==> config.mk <==
export PLATFORM = sky130hd
export DESIGN_NAME = dmem_arbiter
export DESIGN_NICKNAME = d
export VERILOG_FILES = /design/src/rtl/dmem_pkg.sv /design/src/rtl/rr_arb2.sv /design/src/rtl/dmem_arbiter.sv
export SDC_FILE = /design/constraint.sdc
export NUM_CORES = 1
export LEC_CHECK = 0
export BUFFER_PORTS_ARGS = -buffer_cell sky130_fd_sc_hd__clkbuf_2
export CAP_MARGIN = 5
export CORE_MARGIN = 2
export CORE_UTILIZATION = 27
export DETAILED_ROUTE_END_ITERATION = 8
export GPL_ROUTABILITY_DRIVEN = 0
export GPL_TIMING_DRIVEN = 1
export PLACE_DENSITY = 0.64
export REMOVE_ABC_BUFFERS = 1
export SLEW_MARGIN = 30
export SYNTH_ARGS = -nofsm -noshare
export SYNTH_HDL_FRONTEND = slang
export SYNTH_SLANG_ARGS = --single-unit
==> constraint.sdc <==
create_clock -name clk_i -period 1.55 [get_ports clk_i]
set_clock_uncertainty 0.2 [all_clocks]
set_input_delay 0.31 -clock clk_i [delete_from_list [all_inputs] [get_ports clk_i]]
set_output_delay 0.31 -clock clk_i [all_outputs]
set_load 0.02 [all_outputs]
==> src/rtl/dmem_pkg.sv <==
// dmem_pkg: size encodings, FSM states and defaults shared by the data-memory arbiter.
package dmem_pkg;

    localparam int MEM_BYTES_DEFAULT = 1024;

    localparam logic [1:0] NUM_ILL  = 2'b00;
    localparam logic [1:0] NUM_BYTE = 2'b01;
    localparam logic [1:0] NUM_HALF = 2'b10;
    localparam logic [1:0] NUM_WORD = 2'b11;

    typedef enum logic [1:0] {
        ST_IDLE,
        ST_ACCESS,
        ST_RESP
    } state_t;

    function automatic logic [2:0] size_bytes(input logic [1:0] num);
        return (num == NUM_WORD) ? 3'd4 :
               (num == NUM_HALF) ? 3'd2 :
               (num == NUM_BYTE) ? 3'd1 : 3'd0;
    endfunction

endpackage

==> src/rtl/rr_arb2.sv <==
// rr_arb2: two-way round-robin grant; the last-grant pointer resets to port 1 so port 0
// wins the first contention.
module rr_arb2 (
    input  logic clk_i,
    input  logic rst_i,
    input  logic req0_i,
    input  logic req1_i,
    input  logic upd_i,
    input  logic upd_port_i,
    output logic gnt_o
);

    logic r_last;

    always_ff @(posedge clk_i) begin
        if (!rst_i)
            r_last <= 1'b1;
        else if (upd_i)
            r_last <= upd_port_i;
    end

    assign gnt_o = (req0_i && req1_i) ? ~r_last : req1_i;

endmodule

==> src/rtl/dmem_arbiter.sv <==
// dmem_arbiter: shares one data memory between the CPU (port 0) and DMA/loader (port 1).
// Define DMEM_ARB_ALIGN_CHK_EN to reject misaligned and out-of-range accesses with err.
module dmem_arbiter
    import dmem_pkg::*;
#(
    parameter int MEM_BYTES = MEM_BYTES_DEFAULT
) (
    input  logic        clk_i,
    input  logic        rst_i,
    input  logic        req0_i,
    input  logic        req1_i,
    input  logic        we0_i,
    input  logic        we1_i,
    input  logic [31:0] addr0_i,
    input  logic [31:0] addr1_i,
    input  logic [31:0] wdata0_i,
    input  logic [31:0] wdata1_i,
    input  logic [1:0]  num0_i,
    input  logic [1:0]  num1_i,
    input  logic        uns0_i,
    input  logic        uns1_i,
    output logic        ack0_o,
    output logic        ack1_o,
    output logic        err0_o,
    output logic        err1_o,
    output logic [31:0] rdata_o,
    output logic [31:0] mem_addr_o,
    output logic [31:0] mem_data_o,
    output logic        mem_read_o,
    output logic        mem_write_o,
    output logic [1:0]  mem_num_o,
    output logic        mem_unsigned_o,
    input  logic [31:0] mem_data_i
);

`ifdef DMEM_ARB_ALIGN_CHK_EN
    localparam bit CHK_EN = 1'b1;
`else
    localparam bit CHK_EN = 1'b0;
`endif

    state_t      r_state, w_next;
    logic        r_port, r_we, r_uns;
    logic [31:0] r_addr, r_wdata, r_rdata;
    logic [1:0]  r_num;
    logic        w_any, w_gnt, w_legal, w_align, w_fit, w_ok;
    logic [2:0]  w_size;

    assign w_any = req0_i | req1_i;

    rr_arb2 u_rr (
        .clk_i      (clk_i),
        .rst_i      (rst_i),
        .req0_i     (req0_i),
        .req1_i     (req1_i),
        .upd_i      (r_state == ST_RESP),
        .upd_port_i (r_port),
        .gnt_o      (w_gnt)
    );

    always_ff @(posedge clk_i) begin
        if (!rst_i)
            r_state <= ST_IDLE;
        else
            r_state <= w_next;
    end

    always_comb begin
        w_next = ST_IDLE;
        case (r_state)
            ST_IDLE:   w_next = w_any ? ST_ACCESS : ST_IDLE;
            ST_ACCESS: w_next = ST_RESP;
            default:   w_next = ST_IDLE;
        endcase
    end

    // Operands are captured once at grant so requester changes cannot disturb the access.
    always_ff @(posedge clk_i) begin
        if (!rst_i) begin
            r_port  <= 1'b0;
            r_we    <= 1'b0;
            r_uns   <= 1'b0;
            r_addr  <= '0;
            r_wdata <= '0;
            r_num   <= NUM_ILL;
        end else if (r_state == ST_IDLE && w_any) begin
            r_port  <= w_gnt;
            r_we    <= w_gnt ? we1_i    : we0_i;
            r_uns   <= w_gnt ? uns1_i   : uns0_i;
            r_addr  <= w_gnt ? addr1_i  : addr0_i;
            r_wdata <= w_gnt ? wdata1_i : wdata0_i;
            r_num   <= w_gnt ? num1_i   : num0_i;
        end
    end

    assign w_size  = size_bytes(r_num);
    assign w_legal = r_num != NUM_ILL;
    assign w_align = !((r_num == NUM_WORD && r_addr[1:0] != 2'b00) ||
                       (r_num == NUM_HALF && r_addr[0]));
    assign w_fit   = ({1'b0, r_addr} + {30'b0, w_size}) <= 33'(MEM_BYTES);
    assign w_ok    = w_legal && (!CHK_EN || (w_align && w_fit));

    // Rejected accesses also clear the read-data register.
    always_ff @(posedge clk_i) begin
        if (!rst_i)
            r_rdata <= '0;
        else if (r_state == ST_ACCESS && (!r_we || !w_ok))
            r_rdata <= w_ok ? mem_data_i : '0;
    end

    assign mem_read_o     = (r_state == ST_ACCESS) && !r_we && w_ok;
    assign mem_write_o    = (r_state == ST_ACCESS) &&  r_we && w_ok;
    assign mem_addr_o     = r_addr;
    assign mem_data_o     = r_wdata;
    assign mem_num_o      = r_num;
    assign mem_unsigned_o = r_uns;
    assign rdata_o        = r_rdata;
    assign ack0_o         = (r_state == ST_RESP) && !r_port;
    assign ack1_o         = (r_state == ST_RESP) &&  r_port;
    assign err0_o         = ack0_o && !w_ok;
    assign err1_o         = ack1_o && !w_ok;

endmodule

==> qor.csv, run 1 <==
stage;metric;value;unit
outcome;outcome;complete, but fails checks;
outcome;violations;setup timing;
floorplan;coreArea;17200;sq um
synthesis;synth_mux_area_share;0;%
clock_tree;clkSinkCount;104;
pwr;combPwrFrac;35.0;%
pwr;power_density;946;nW/um^2
sta;fin_ws;-0.265;ns
global_routing;track_usage;20.2;%
global_routing;met1_usage;24.6;%
drt;route.vias.total;5868;
global_routing;grt_overflow_total;0;
global_routing;grt_max_degree;52;
worst_setup_path;critPathMaxStageDelay;0.37;ns
worst_hold_path;hp-class;input pin to flip-flop;
sta;fmax;551;MHz
worst_setup_path;arrival;1.31;ns
global_routing;grt_pass1_wl;29300;um
place;hpwl;12000;um
synthesis;synth-seq-area-share;44.0;%
synthesis;synth_area_per_cell;8.42;sq um
synthesis;synth_compound_area_share;30.1;%
synthesis;synth_area;4730;sq um
layout;fillers;1628;
clock_tree;clock_path_buffers;2;
worst_setup_path;reg2reg_to;mem_data_o[2];
synthesis;ys_types;28;
global_routing;busiest_layer;met2;
pwr;p_leak;3.80;nW
worst_setup_path;critical-path-top-delay-family;flip-flops;
run;maxCapViolCount;0;
pwr;p_total;0.00819;W
clock_tree;root_buffer;clkbuf_16;
pwr;power_frac_seq;37.9;%
worst_setup_path;slowest_stage;dfxtp_4;
drt;wl_per_cell;17.2;um
worst_setup_path;cp_max_fo;4;
drt;first_pass_iters;5;
worst_setup_path;cp-end-kind;output pin;
worst_setup_path;cp-startpoint;mem_num_o[1];
synthesis;synth_top_area_share;44.0;%
synthesis;yosys.area_share.simple;19.7;%
worst_setup_path;reg2reg_slack;-0.23;ns
pwr;p_clk_share;27.1;%
place;preCtsSetupSlack;-0.245;ns
sta;setup_tns;-15.56;ns
drt;dr.first_iter.drc_count;201;
pwr;ir_worst_vdd;0.573;mV
layout;register_area;2100;sq um
clock_tree;cts_buffers;9;
sta;rsz0062_at_grt;true;
worst_setup_path;critPathCapture;mem_write_o;
worst_setup_path;required;1.04;ns
layout;syn_to_final_growth;83.0;%
synthesis;yosys_warnings;0;
layout;multi_input_area;2870;sq um
sta;slew-limit-headroom;55.4;%
clock_tree;clk_pin_slew;0.08;ns
sta;finalHoldViolCount;0;
synthesis;synth_top_family_by_area;compound AO/OA/AOI/OAI gates;
drt;via_per_inst;5.12;
floorplan;design.die.area;18600;sq um
drt;drt-total-wl;19700;um
global_routing;grt_pass1_vias;5478;
sta;fin_crit_sh;117;%
layout;num-nets-final;1089;
synthesis;synth_cells;562;
worst_setup_path;r2r_cells;9;
pwr;p_switching;0.00272;W
pwr;p_sw_share;33.2;%
clock_tree;cts_tree;yes;
floorplan;die_w;136;um
layout;final_util;50.2;%
layout;n_antenna_cell;0;
drt;drc;0;
worst_setup_path;path_cells;buf_6 > o21a_4 > nor2b_4 > buf_8;
sta;finalMaxSlewViolations;0;
synthesis;yosys.area_share.xor_xnor;0;%
pwr;p_int;0.00547;W
clock_tree;clock_latency;0.34;ns
synthesis;synth-seq-cells;104;
global_routing;met3_usage;4.62;%
worst_setup_path;timing.rr.start;r_state[0];
synthesis;yosys.area.top_type;dfxtp_1;
worst_setup_path;cp.depth;4;
global_routing;antenna_found_initial;0;
layout;layout_common_cells;268 x clkbuf_2, 137 x nand2_1, 99 x dfxtp_1;
floorplan;floorplan.initialDensity;27.4;%
worst_setup_path;crit_buf_inv;2;
drt;ant_nets;0;
place;port_buffers;276;
synthesis;synth_fa_ha_area_share;0;%
sta;min_period;1.82;ns
global_routing;grt_use_met2;35.0;%
sta;tightest_slew;0.669;ns
floorplan;rows;48;
worst_setup_path;critical_path_class;flip-flop to output pin;
sta;setup-violations-final;105;
worst_setup_path;start_kind;flip-flop;
layout;drive_above_1_share;54.3;%
layout;final_common_cell;clkbuf_2;
clock_tree;h-tree-depth;3;
synthesis;synthTopCellsByArea;dfxtp_1 44%, nand2_1 11%, a21oi_1 11%, a311oi_1 8.9%, a311oi_2 6.3%;
floorplan;die_h;136;um
floorplan;ios;277;
==> how the worst min path moves through the flow <==
stage,start,endpoint,slack [ns],cells after the start
finish,addr0_i[4],mem_addr_o[4],0.01,3
global route,addr0_i[31],mem_addr_o[31],0.009,3
CTS,addr0_i[22],mem_addr_o[22],0.0001,3
detailed placement,rdata_o[16],rdata_o[16],0.26,2
global placement,rdata_o[16],rdata_o[16],0.26,2
floorplan,rst_i,u_rr.r_last,0.18,1
==> layout make-up <==
cell class,instances,area share (%)
Sequential cell,104,24.2
Timing Repair Buffer,409,36.0
Multi-Input combinational cell,391,33.1
Clock inverter,5,0.462
Tap cell,225,3.25
Inverter,2,0.101
Clock buffer,11,2.80
==> cells by family (layout without fill, tap and decap cells) <==
family,Yosys count,in the layout
buffers and inverters,67,427
AO/OA/AOI/OAI,205,205
flip-flops,104,104
AND/OR/NAND/NOR,186,186
==> synthesized netlist by cell type <==
library cell	n
a21bo_2	2
a21boi_2	1
a21oi_1	101
a311oi_1	48
a311oi_2	20
and2_1	1
and3_1	1
buf_1	1
buf_2	11
buf_4	1
buf_6	3
clkbuf_1	49
dfxtp_1	104
inv_1	2
nand2_1	137
nand2b_1	1
nand2b_4	1
nand3_1	2
nand3b_1	1
nor2_1	5
nor2b_1	1
nor3_1	2
o21a_1	1
o21ai_0	32
or2_0	1
or2_2	1
or4b_1	29
or4b_2	3
==> stage by stage <==
stage	area (sq um)	hold WS, ns	cells
after floorplan	4450	0.182	497
after global placement	6590	0.256	1037
after detailed placement	6590	0.264	1037
after CTS	8250	0.000106	1140
after global routing	8660	0.00900	1147
final	8660	0.0135	1147
==> power by group through the flow <==
| stage | clock network [W] | registers [W] | logic, W |
|---|---|---|---|
| floorplan | 0 | 0.00340 | 0.000738 |
| detailed placement | 0 | 0.00313 | 0.00196 |
| global route | 0.00240 | 0.00313 | 0.00305 |
| finish | 0.00222 | 0.00311 | 0.00287 |
| CTS | 0.00229 | 0.00309 | 0.00268 |
| global placement | 0 | 0.00312 | 0.00195 |
==> what timing repair did <==
item                                    CTS  global route
pin swaps                                51            40
endpoints found under the hold margin    36             1
buffers inserted                         23            13
endpoints found under the setup margin   97           105
hold buffers                             49             1
gates resized for setup                 104           103
gates cloned                             15             2
==> layer usage <==
metal | vias up | part of all wire, %
li1 | 2766 | -
met1 | 2769 | 40
met2 | 302 | 50
met3 | 31 | 7.7
met4 | 0 | 2.3
met5 | - | 0
==> state kept, by name, indices dropped and copies added (netlist names) <==
signal / cells
u_rr.r_last: 1
mem_num_o: 2
r_port: 1
rdata_o: 32
mem_addr_o: 32
mem_data_o: 32
r_state: 2
r_we: 1
mem_unsigned_o: 1
==> worst reg2reg max path: stages (launching register included) <==
cell	delay, ns
dfxtp_2	0.34
buf_6	0.12
buf_6	0.11
nor2_4	0.12
buf_12	0.13
buf_12	0.14
buf_12	0.12
buf_12	0.13
a21oi_4	0.06
a311oi_2	0.24
Note: power is estimated with default switching activity, not from simulation.
==> run 2: changes to the inputs <==
--- a/config.mk
+++ b/config.mk
@@ -8,11 +8,11 @@
 export BUFFER_PORTS_ARGS = -buffer_cell sky130_fd_sc_hd__clkbuf_2
 export CAP_MARGIN = 5
 export CORE_MARGIN = 2
-export CORE_UTILIZATION = 27
+export CORE_UTILIZATION = 25
 export DETAILED_ROUTE_END_ITERATION = 8
 export GPL_ROUTABILITY_DRIVEN = 0
 export GPL_TIMING_DRIVEN = 1
-export PLACE_DENSITY = 0.64
+export PLACE_DENSITY = 0.61
 export REMOVE_ABC_BUFFERS = 1
 export SLEW_MARGIN = 30
 export SYNTH_ARGS = -nofsm -noshare
==> run 2 against run 1 <==
Effect of this change: clock power rose by 2%; sequential share of layout area shrank 0.64 points; non-clock buffer count is 12 higher; worst setup slack lost 0.013 ns; largest power group unchanged; via count is 1.6% higher; global-route usage shrank 0.43 points; maximum frequency is 0.73% lower; critical endpoint is now rdata_o[2]; design area rose by 2.6%; the flow still finishes with violations (setup timing); count of clock-buffer cells in the layout is 1 higher; final cell count is 2.0% higher.
==> qor.csv, run 2 (same netlist as run 1, synthesis figures left out) <==
stage;metric;value;unit
run;maxCapViolCount;0;
layout;syn_to_final_growth;87.8;%
pwr;power_frac_seq;36.9;%
pwr;power_density;943;nW/um^2
layout;num-nets-final;1103;
outcome;outcome;complete, but fails checks;
worst_setup_path;required;1.64;ns
worst_setup_path;critical_path_class;flip-flop to flip-flop;
worst_setup_path;r2r_cells;7;
worst_hold_path;min_to;mem_addr_o[19];
floorplan;die_w;142;um
global_routing;antenna_found_initial;0;
pwr;p_clk_share;27.0;%
global_routing;grt_max_degree;72;
sta;fin_crit_sh;118;%
clock_tree;root_buffer;clkbuf_16;
drt;route.vias.total;5962;
clock_tree;clkSinkCount;104;
worst_setup_path;cp_max_fo;4;
clock_tree;clock_latency;0.35;ns
place;placedCellCount;1047;
worst_setup_path;start_kind;flip-flop;
layout;final_cells;1170;
clock_tree;h-tree-depth;3;
sta;finalHoldViolCount;0;
worst_hold_path;min_delay_path_depth;3;
drt;first_pass_iters;5;
drt;wl_per_cell;18.1;um
drt;drc;0;
clock_tree;cts_tree;yes;
worst_hold_path;hold_start;addr0_i[19];
place;preCtsSetupSlack;-0.237;ns
layout;final_common_cell;clkbuf_2;
pwr;p_switching;0.00280;W
worst_setup_path;arrival;1.92;ns
sta;setup-violations-final;107;
pwr;p_sw_share;33.4;%
global_routing;track_usage;19.8;%
floorplan;design.die.area;20000;sq um
drt;drt-total-wl;21100;um
floorplan;coreArea;18600;sq um
global_routing;grt_overflow_total;0;
global_routing;grt_pass1_vias;5769;
worst_setup_path;reg2reg_slack;-0.28;ns
pwr;p_int;0.00558;W
worst_setup_path;cp-end-kind;flip-flop;
drt;top_layer_used;met4;
drt;via_per_inst;5.10;
sta;min_period;1.83;ns
worst_setup_path;reg2reg_to;rdata_o[2];
sta;finalMaxSlewViolations;0;
sta;slew-limit-headroom;70.0;%
layout;layout_common_cells;269 x clkbuf_2, 137 x nand2_1, 99 x dfxtp_1;
pwr;ir_worst_vdd;0.575;mV
sta;rsz0062_at_grt;true;
layout;n_antenna_cell;0;
drt;dr.first_iter.drc_count;272;
place;port_buffers;276;
sta;setup_tns;-14.54;ns
sta;fin_ws;-0.278;ns
pwr;p_leak;3.89;nW
clock_tree;clk_pin_slew;0.08;ns
place;hpwl;12100;um
drt;drt-met1-wl;8460;um
outcome;violations;setup timing;
clock_tree;cts_buffers;9;
floorplan;rows;50;
sta;tightest_slew;0.450;ns
sta;fmax;547;MHz
floorplan;floorplan.initialDensity;25.4;%
floorplan;die_h;142;um
worst_setup_path;timing.rr.start;r_state[0];
clock_tree;clock_path_buffers;2;
pwr;combPwrFrac;36.0;%
layout;fillers;1742;
drt;wl_met2;10800;um
drt;ant_nets;0;
floorplan;ios;277;
drt;routed-wl-met3;1420;um
worst_hold_path;hp-class;input pin to flip-flop;
global_routing;grt_pass1_wl;31200;um
layout;drive_above_1_share;57.1;%
run 2: metal layers:
metal,global-route usage (%),up-vias
met5,0,-
met4,6.53,0
met3,4.22,34
met2,35.0,283
met1,23.8,2845
li1,-,2800
run 2: through the flow:
step	hold slack, ns	cell area (sq um)	total power, W	util (%)
after CTS	0.0000783	8430	0.00819	45.2
final	0.00451	8890	0.00838	47.7
after global placement	0.257	6560	0.00507	35.2
after floorplan	0.182	4450	0.00414	-
after global routing	0.00397	8890	0.00876	47.7
after detailed placement	0.264	6560	0.00509	35.2
run 2: layout make-up:
| cell class | count | area (sq um) | area share (%) |
|---|---|---|---|
| Clock buffer | 12 | 246 | 2.77 |
| Clock inverter | 4 | 33.8 | 0.380 |
| Inverter | 2 | 8.76 | 0.0986 |
| Multi-Input combinational cell | 393 | 2920 | 32.9 |
| Sequential cell | 104 | 2090 | 23.6 |
| Tap cell | 234 | 293 | 3.29 |
| Timing Repair Buffer | 421 | 3290 | 37.0 |
run 2: how the worst max path moves through the flow:
stage / start / slack (ns) / cells after the start / end
final: r_state[0] / -0.28 / 7 / rdata_o[2]
after global routing: mem_num_o[1] / -0.31 / 4 / err0_o
after CTS: r_state[0] / -0.31 / 4 / err1_o
after detailed placement: req1_i / -0.24 / 5 / mem_num_o[1]
after global placement: mem_num_o[1] / -0.22 / 4 / mem_read_o
after floorplan: r_state[0] / -3.26 / 3 / mem_addr_o[0]
run 2: power by group through the flow:
stage                     Sequential, W  Clock, W  Combinational [W]
after floorplan                 0.00340         0           0.000738
after global placement          0.00312         0            0.00195
after detailed placement        0.00312         0            0.00197
after CTS                       0.00308   0.00232            0.00279
after global routing            0.00312   0.00243            0.00321
final                           0.00309   0.00227            0.00302
run 2: worst max-delay path, cell delays in order (launching register included):
cell and delay, ns:
dfxtp_4 0.36, buf_12 0.10, nand2b_4 0.09, buf_6 0.15
buf_6 0.11, buf_6 0.11, or4b_4 0.49, a21oi_2 0.16
run 2: repair_timing:
action,4_1_cts,5_1_grt
buffers inserted,34,11
pin swaps,60,63
setup endpoints to repair,94,108
resized for setup,114,105
gates cloned,15,3
endpoints found under the hold margin,36,0
hold buffers,53,0
==> run 3: changes to the inputs <==
--- a/config.mk
+++ b/config.mk
@@ -5,14 +5,14 @@
 export SDC_FILE = /design/constraint.sdc
 export NUM_CORES = 1
 export LEC_CHECK = 0
-export BUFFER_PORTS_ARGS = -buffer_cell sky130_fd_sc_hd__clkbuf_2
 export CAP_MARGIN = 5
 export CORE_MARGIN = 2
 export CORE_UTILIZATION = 25
 export DETAILED_ROUTE_END_ITERATION = 8
+export DONT_BUFFER_PORTS = 1
 export GPL_ROUTABILITY_DRIVEN = 0
 export GPL_TIMING_DRIVEN = 1
-export PLACE_DENSITY = 0.61
+export PLACE_DENSITY = 0.48
 export REMOVE_ABC_BUFFERS = 1
 export SLEW_MARGIN = 30
 export SYNTH_ARGS = -nofsm -noshare
==> run 3 against run 2 <==
Effect of this change: the run still ends with setup timing left; utilization fell by 2.2 points; maximum frequency fell by 0.18%; hold slack improved by 0.028 ns.
==> qor.csv, run 3 (same netlist as run 1, synthesis figures left out) <==
stage;metric;value;unit
clock_tree;cts_tree;yes;
sta;tightest_slew;0.347;ns
floorplan;floorplan.initialDensity;25.4;%
clock_tree;clock_path_buffers;2;
sta;slew-limit-headroom;76.8;%
pwr;p_total;0.00821;W
layout;n_antenna_cell;0;
drt;via_per_inst;5.54;
floorplan;rows;50;
pwr;ir_worst_vdd;0.462;mV
layout;final_common_cell;dlygate4sd3_1;
global_routing;track_usage;19.3;%
global_routing;grt_pass1_wl;30200;um
pwr;p_leak;3.12;nW
drt;route.vias.total;5542;
sta;finalHoldViolCount;0;
drt;drt-total-wl;22000;um
drt;drc;0;
outcome;violations;setup timing;
outcome;outcome;complete, but fails checks;
place;placedCellCount;772;
worst_setup_path;arrival;1.91;ns
global_routing;grt_overflow_total;0;
clock_tree;root_buffer;clkbuf_16;
run;maxCapViolCount;0;
floorplan;die_h;142;um
drt;first_pass_iters;5;
worst_setup_path;start_kind;flip-flop;
global_routing;grt_max_degree;64;
worst_setup_path;cp-end-kind;flip-flop;
global_routing;grt_pass1_vias;5419;
floorplan;design.die.area;20000;sq um
worst_setup_path;critical_path_class;flip-flop to flip-flop;
clock_tree;clkSinkCount;104;
layout;layout_common_cells;159 x dlygate4sd3_1, 137 x nand2_1, 99 x dfxtp_1;
layout;multi_input_area;2910;sq um
layout;syn_to_final_growth;79.0;%
clock_tree;h-tree-depth;3;
place;place_area;5200;sq um
pwr;power_density;969;nW/um^2
layout;fin_area;8470;sq um
place;port_buffers;0;
sta;fmax;546;MHz
layout;num-nets-final;935;
worst_setup_path;reg2reg_slack;-0.28;ns
clock_tree;clk_pin_slew;0.07;ns
place;hpwl;10900;um
global_routing;antenna_found_initial;0;
clock_tree;cts_buffers;9;
sta;rsz0062_at_grt;true;
layout;drive_above_1_share;32.7;%
sta;min_period;1.83;ns
worst_setup_path;cp_max_fo;5;
sta;fin_ws;-0.282;ns
floorplan;coreArea;18600;sq um
worst_setup_path;required;1.63;ns
sta;finalMaxSlewViolations;0;
worst_hold_path;hp-class;input pin to flip-flop;
drt;wl_per_cell;22.0;um
layout;register_area;2100;sq um
sta;fin_crit_sh;118;%
floorplan;ios;277;
place;preCtsSetupSlack;-0.182;ns
sta;setup-violations-final;107;
layout;final_cells;1001;
drt;dr.first_iter.drc_count;244;
floorplan;die_w;142;um
drt;ant_nets;0;
clock_tree;clock_latency;0.34;ns
layout;fillers;1641;
## run 3: cell count changes in the layout (fill, tap and decap cells not counted), sizes merged
cell	previous run	this run
clkinv	1	2
bufinv	0	1
clkbuf	285	18
bufbuf	1	0
inv	4	1
dlygate4sd3	53	159
buf	94	88
## run 3: layer usage
layer	GRT usage [%]	share of wire, %	up-vias
met4	7.84	3.2	0
met3	5.43	9.6	53
met2	34.5	51	360
met5	0	0	-
li1	-	-	2457
met1	21.6	36	2672
## run 3: metrics by stage
stage	hold WS, ns	utilization [%]	setup TNS, ns
after floorplan	0.182	-	-254.02
after detailed placement	0.192	27.9	-4.74
final	0.0326	45.4	-17.46
after CTS	0.000196	43.2	-17.58
after global placement	0.186	27.9	-2.13
after global routing	0.0160	45.4	-22.26
## run 3: report_power, final
part	switching (W)	internal, W
Sequential	0.000485	0.00292
Combinational	0.00117	0.00132
Clock	0.00102	0.00129
Total	0.00268	0.00553
## run 3: critical path: stages (launching register included)
cell	delay, ns
dfxtp_4	0.38
nor2_4	0.05
buf_12	0.13
buf_4	0.13
buf_6	0.10
buf_6	0.11
or4b_4	0.53
a21oi_2	0.13
## run 3: layout make-up
type	instances	share of cell area (%)
clock buffer	12	2.91
sequential	104	24.8
timing repair buffer	253	33.9
inverter	2	0.163
multi-input combinational	393	34.3
tap	234	3.46
clock inverter	3	0.502
## run 3: repair_timing
action,CTS,global route
hold buffers,159,0
hold endpoints to repair,92,0
setup endpoints to repair,92,107
pin swaps,51,68
cloned,16,8
resized for setup,88,121
setup buffers,30,19
## run 3: final timing paths
check,start,depth (start not counted),endpoint
worst max-delay path,mem_num_o[1],7,rdata_o[5]
worst min-delay path,mem_data_i[0],2,rdata_o[0]
worst max register to register,mem_num_o[1],7,rdata_o[5]
worst min register to register,u_rr.r_last,2,u_rr.r_last
